## src/rtl/regfile_pkg.sv

```systemverilog
// Shared types and default sizes for the parameterised register file.
package regfile_pkg;

    localparam int unsigned DEF_XLEN  = 32;
    localparam int unsigned DEF_NREGS = 32;

    typedef enum logic [1:0] {
        IDLE  = 2'd0,
        CLEAR = 2'd1,
        DONE  = 2'd2
    } clr_state_e;

endpackage

```

## src/rtl/regfile_clr_fsm.sv

```systemverilog
// Clear-walk controller: steps a pointer over registers 1..NREGS-1 so the
// storage can be zeroed one entry per cycle; reset starts a fresh walk.
module regfile_clr_fsm
    import regfile_pkg::*;
#(
    parameter  int unsigned NREGS = DEF_NREGS,
    localparam int unsigned AW    = $clog2(NREGS)
) (
    input  logic          clk,
    input  logic          reset,
    input  logic          clr_req,
    output logic          clr_busy,
    output logic          clr_done,
    output logic [AW-1:0] ptr
);

    localparam logic [AW-1:0] PTR_FIRST = AW'(1);
    localparam logic [AW-1:0] PTR_LAST  = AW'(NREGS - 1);

    clr_state_e    state_q, state_d;
    logic [AW-1:0] ptr_q, ptr_d;

    // Reset lands in CLEAR so the reset-less storage gets zeroed by the walk.
    always_ff @(posedge clk) begin
        if (reset) begin
            state_q <= CLEAR;
            ptr_q   <= PTR_FIRST;
        end else begin
            state_q <= state_d;
            ptr_q   <= ptr_d;
        end
    end

    always_comb begin
        state_d = state_q;
        ptr_d   = ptr_q;
        case (state_q)
            IDLE: begin
                if (clr_req) begin
                    state_d = CLEAR;
                    ptr_d   = PTR_FIRST;
                end
            end
            CLEAR: begin
                ptr_d = ptr_q + AW'(1);
                if (ptr_q == PTR_LAST) begin
                    state_d = DONE;
                end
            end
            DONE: begin
                state_d = IDLE;
            end
            default: begin
                state_d = IDLE;
            end
        endcase
    end

    assign clr_busy = (state_q == CLEAR);
    assign clr_done = (state_q == DONE);
    assign ptr      = ptr_q;

endmodule

```

## src/rtl/regfile_param.sv

```systemverilog
// Parameterised 1W/2R register file with r0 hard-wired to zero and a
// cycle-per-entry clear walk. Define REGFILE_BYPASS_EN for write-to-read forwarding.
module regfile_param
    import regfile_pkg::*;
#(
    parameter  int unsigned XLEN  = DEF_XLEN,
    parameter  int unsigned NREGS = DEF_NREGS,
    localparam int unsigned AW    = $clog2(NREGS)
) (
    input  logic            clk,
    input  logic            reset,
    input  logic            we,
    input  logic [AW-1:0]   waddr,
    input  logic [XLEN-1:0] wdata,
    input  logic [AW-1:0]   raddr1,
    input  logic [AW-1:0]   raddr2,
    output logic [XLEN-1:0] rdata1,
    output logic [XLEN-1:0] rdata2,
    input  logic            clr_req,
    output logic            clr_busy,
    output logic            clr_done,
    output logic            wr_drop,
    input  logic [AW-1:0]   dbg_addr,
    output logic [XLEN-1:0] dbg_data
);

    logic [XLEN-1:0] mem_q [NREGS];
    logic [AW-1:0]   clr_ptr;
    logic            wr_en;
    logic            wr_drop_q, wr_drop_d;
    logic [XLEN-1:0] dbg_data_q, dbg_data_d;

    regfile_clr_fsm #(
        .NREGS (NREGS)
    ) u_clr_fsm (
        .clk      (clk),
        .reset    (reset),
        .clr_req  (clr_req),
        .clr_busy (clr_busy),
        .clr_done (clr_done),
        .ptr      (clr_ptr)
    );

    assign wr_en = we && (waddr != '0);

    // Storage has no reset so it can map onto RAM; the walk owns the port while busy.
    always_ff @(posedge clk) begin
        if (clr_busy) begin
            mem_q[clr_ptr] <= '0;
        end else if (wr_en) begin
            mem_q[waddr] <= wdata;
        end
    end

    always_comb begin
        rdata1 = mem_q[raddr1];
`ifdef REGFILE_BYPASS_EN
        if (wr_en && (raddr1 == waddr)) begin
            rdata1 = wdata;
        end
`endif
        if (clr_busy || (raddr1 == '0)) begin
            rdata1 = '0;
        end
    end

    always_comb begin
        rdata2 = mem_q[raddr2];
`ifdef REGFILE_BYPASS_EN
        if (wr_en && (raddr2 == waddr)) begin
            rdata2 = wdata;
        end
`endif
        if (clr_busy || (raddr2 == '0)) begin
            rdata2 = '0;
        end
    end

    // Debug port shows raw storage, including mid-walk contents.
    always_comb begin
        wr_drop_d  = wr_en && clr_busy;
        dbg_data_d = (dbg_addr == '0) ? '0 : mem_q[dbg_addr];
    end

    always_ff @(posedge clk) begin
        if (reset) begin
            wr_drop_q  <= 1'b0;
            dbg_data_q <= '0;
        end else begin
            wr_drop_q  <= wr_drop_d;
            dbg_data_q <= dbg_data_d;
        end
    end

    assign wr_drop  = wr_drop_q;
    assign dbg_data = dbg_data_q;

endmodule

```

## config.mk

```make
export PLATFORM = sky130hd
export DESIGN_NAME = regfile_param
export DESIGN_NICKNAME = d
export VERILOG_FILES = /design/src/rtl/regfile_pkg.sv /design/src/rtl/regfile_clr_fsm.sv /design/src/rtl/regfile_param.sv
export SDC_FILE = /design/constraint.sdc
export NUM_CORES = 1
export LEC_CHECK = 0
export BUFFER_PORTS_ARGS = -buffer_cell sky130_fd_sc_hd__buf_2
export CORE_ASPECT_RATIO = 1.2
export CORE_MARGIN = 5
export CORE_UTILIZATION = 35
export CTS_BUF_LIST = sky130_fd_sc_hd__clkbuf_16
export DETAILED_ROUTE_END_ITERATION = 16
export PLACE_DENSITY = 0.6
export SETUP_SLACK_MARGIN = 0.1
export SLEW_MARGIN = 10
export SYNTH_ARGS = -nofsm -noshare
export SYNTH_HDL_FRONTEND = slang
export SYNTH_SLANG_ARGS = --single-unit
```

## constraint.sdc

```tcl
create_clock -name clk -period 7.4 [get_ports clk]
set_clock_uncertainty 0.15 [all_clocks]
set_input_delay 0.74 -clock clk [delete_from_list [all_inputs] [get_ports clk]]
set_output_delay 0.74 -clock clk [all_outputs]
set_load 0.03 [all_outputs]
```

==> impl_metrics.toml <==
[clocking]
post_cts_resized = 0
cts.sinks = 1064
cts_root_buffer = "clkbuf_16"
postCtsSetupBuffers = 0
clockBufferDepth = 3
cts_tree = "built"
cts_inserted_buffers = 118
clk_latency_ns = 0.76
htree_num_levels = 3
path_clk_slew_ns = 0.06
cts_hold_buf = 0

[floorplanning]
fp-row-count = 161
fp.dieW_um = 377
start_util = 0.352
dieArea_mm2 = 0.170
ios = 155
die_y_um = 450
core-area_mm2 = 0.161

[placed_design]
gp_routability_congestion = 0.822
place_hpwl_um = 120000
dp.cells = 5029
numPortBuffers = 154

[sta]
min_period_over_period = 0.732
period_minus_slack_ns = 5.42
hold_viol = 0
max_freq_mhz = 185
slew_headroom = 0.155
drv_slew = 0
rsz0062_at_grt = "no"
fin_tns_setup_ns = 0
worstMarginPinSlew_ns = 1.27
setup_viol = 0

[synth]
syn_inst = 2950
synthesis.nets = 3008
syn_area_mm2 = 0.0566
synth-seq-cells = 1064
synth_cell_types = 51
ys_seq_area_frac = 0.558
yosys_warnings = 0
synth_top_area_share = 0.544
synth_most_common_cell = "edfxtp_1"
synth_top_flop_cell = "edfxtp_1"
synth.area.top_cells = "edfxtp_1 (54%), mux4_2 (28%), mux2i_1 (6.8%)"
avgSynthCellArea_um2 = 19.2
netlist_top_cells_count = "edfxtp_1 (1024), mux4_2 (706), mux2i_1 (386), clkbuf_1 (128), buf_2 (98)"
synth-edff-count = 1024
synthArstFlopShare = 0
yosysTopAreaCell = "edfxtp_1"

[setup_path]
crit_required_ns = 6.51
cp_max_fo = 21
end_kind = "output port"
critPathLaunchType = "register"
r2r_slack_ns = 2.76
crit_arrival_ns = 4.53
worstSetupPathType = "reg2out"

[min_path]
hold_path_class = "in2reg"

[layout]
drive_above_1_share = 0.387
final_util = 0.397
area_growth_syn_to_layout_pct = 12.6
fill_cells = 14300
nets = 3089
finalNonFillerCells = 5259

[routing]
drc = 0
routedWlPerCell_um = 39.3
routed-via-count = 35000
viasPerCell = 6.66
drt_wl_total_um = 207000
ant_nets = 0
dr.pass1.iters = 5
drt-initial-drc-count = 5134

[global_route]
grt_use_total = 0.240
antenna_found_initial = 16
grt_max_degree = 123
grt_pass1_vias = 35400
grt_pass1_wl_um = 287000
grt-ovfl-total = 0

[power]
totalPowerFinal_uw = 14000
powerDensity_mw_per_mm2 = 219
p_leak_uw = 0.0210
peakVddDrop_v = 0.000220

[run_status]
outcome = "complete, no violations"

[job]
drv_cap = 0
[cell families after synthesis]
logic type,after synthesis,synth area share
compound gates,360,0.0536
fa+ha+maj,2,0.000442
buf+inv,292,0.0255
flops,1064,0.558
mux,1096,0.350
simple gates,136,0.0127
[layout by cell type (no fill, tap or decap), drive strengths merged, types with 4 or more instances in the layout]
cell type / synthesis / routed
edfxtp: 1024 / 1024
mux4: 706 / 706
mux2i: 386 / 386
buf: 155 / 245
clkbuf: 130 / 120
o221ai: 95 / 95
o22a: 64 / 64
clkinv: 0 / 53
nor2: 47 / 47
dfxtp: 40 / 40
a22oi: 34 / 34
and2: 34 / 34
inv: 7 / 33
a22o: 32 / 32
a211oi: 32 / 32
o22ai: 31 / 31
a21oi: 31 / 31
a2111oi: 31 / 31
diode: 0 / 12
nand2: 12 / 12
bufinv: 0 / 11
nor3: 8 / 8
clkinvlp: 0 / 8
nand3: 7 / 7
nor3b: 5 / 5
nor2b: 5 / 5
nand3b: 4 / 4
mux2: 4 / 4
[stage by stage]
| stage | hold slack, ns | worst slack (ns) | instance area, µm² |
|---|---|---|---|
| after CTS | 0.0608 | 2.07 | 63600 |
| after global routing | 0.118 | 1.99 | 63700 |
| final | 0.0975 | 1.98 | 63700 |
| after global placement | 0.371 | 2.58 | 59800 |
| after detailed placement | 0.370 | 2.59 | 59800 |
| after floorplan | 0.329 | 3.64 | 56600 |
[area by class of cell]
class / count / area [µm²] / area share
well taps: 2119 / 2650 / 0.0416
clock buffers: 119 / 2980 / 0.0468
diodes: 12 / 30.0 / 0.000472
inverters: 7 / 26.3 / 0.000413
multi-input cells: 1594 / 23900 / 0.376
flip-flops and latches: 1064 / 31600 / 0.495
repair buffers: 246 / 1700 / 0.0267
clock inverters: 98 / 823 / 0.0129
[critical path, stage by stage, from the launching register on]
cell      delay [ns]
dfxtp_1         0.41
nand2b_1        0.47
inv_2           0.34
or4_2           1.04
buf_4           0.46
o22a_1          0.29
o221ai_1        0.37
buf_2           0.35
[state kept, by name, summed over array words and instances (netlist names)]
register           count
mem_q               1024
dbg_data              32
u_clr_fsm.ptr          5
u_clr_fsm.state_q      2
wr_drop                1
[path summary, 6_finish.rpt]
kind                   startpoint                    to  cells past startpoint
min                         reset      u_clr_fsm.ptr[4]                      2
max reg2reg  u_clr_fsm.state_q[1]           mem_q[7][8]                      7
min reg2reg  u_clr_fsm.state_q[1]  u_clr_fsm.state_q[0]                      1
max          u_clr_fsm.state_q[1]            rdata2[16]                      7
[metal layers]
layer / track usage / wire length [µm]
met5: 0 / 46
met4: 0.0928 / 8620
met3: 0.0508 / 22200
met2: 0.385 / 98800
met1: 0.323 / 77300
[where the power goes]
group	internal [µW]	switching, µW	leakage, µW
Combinational	574	836	0.00909
Sequential	6620	58.7	0.00996
Clock	3300	2570	0.00192
(Power assumes the default switching activity.)
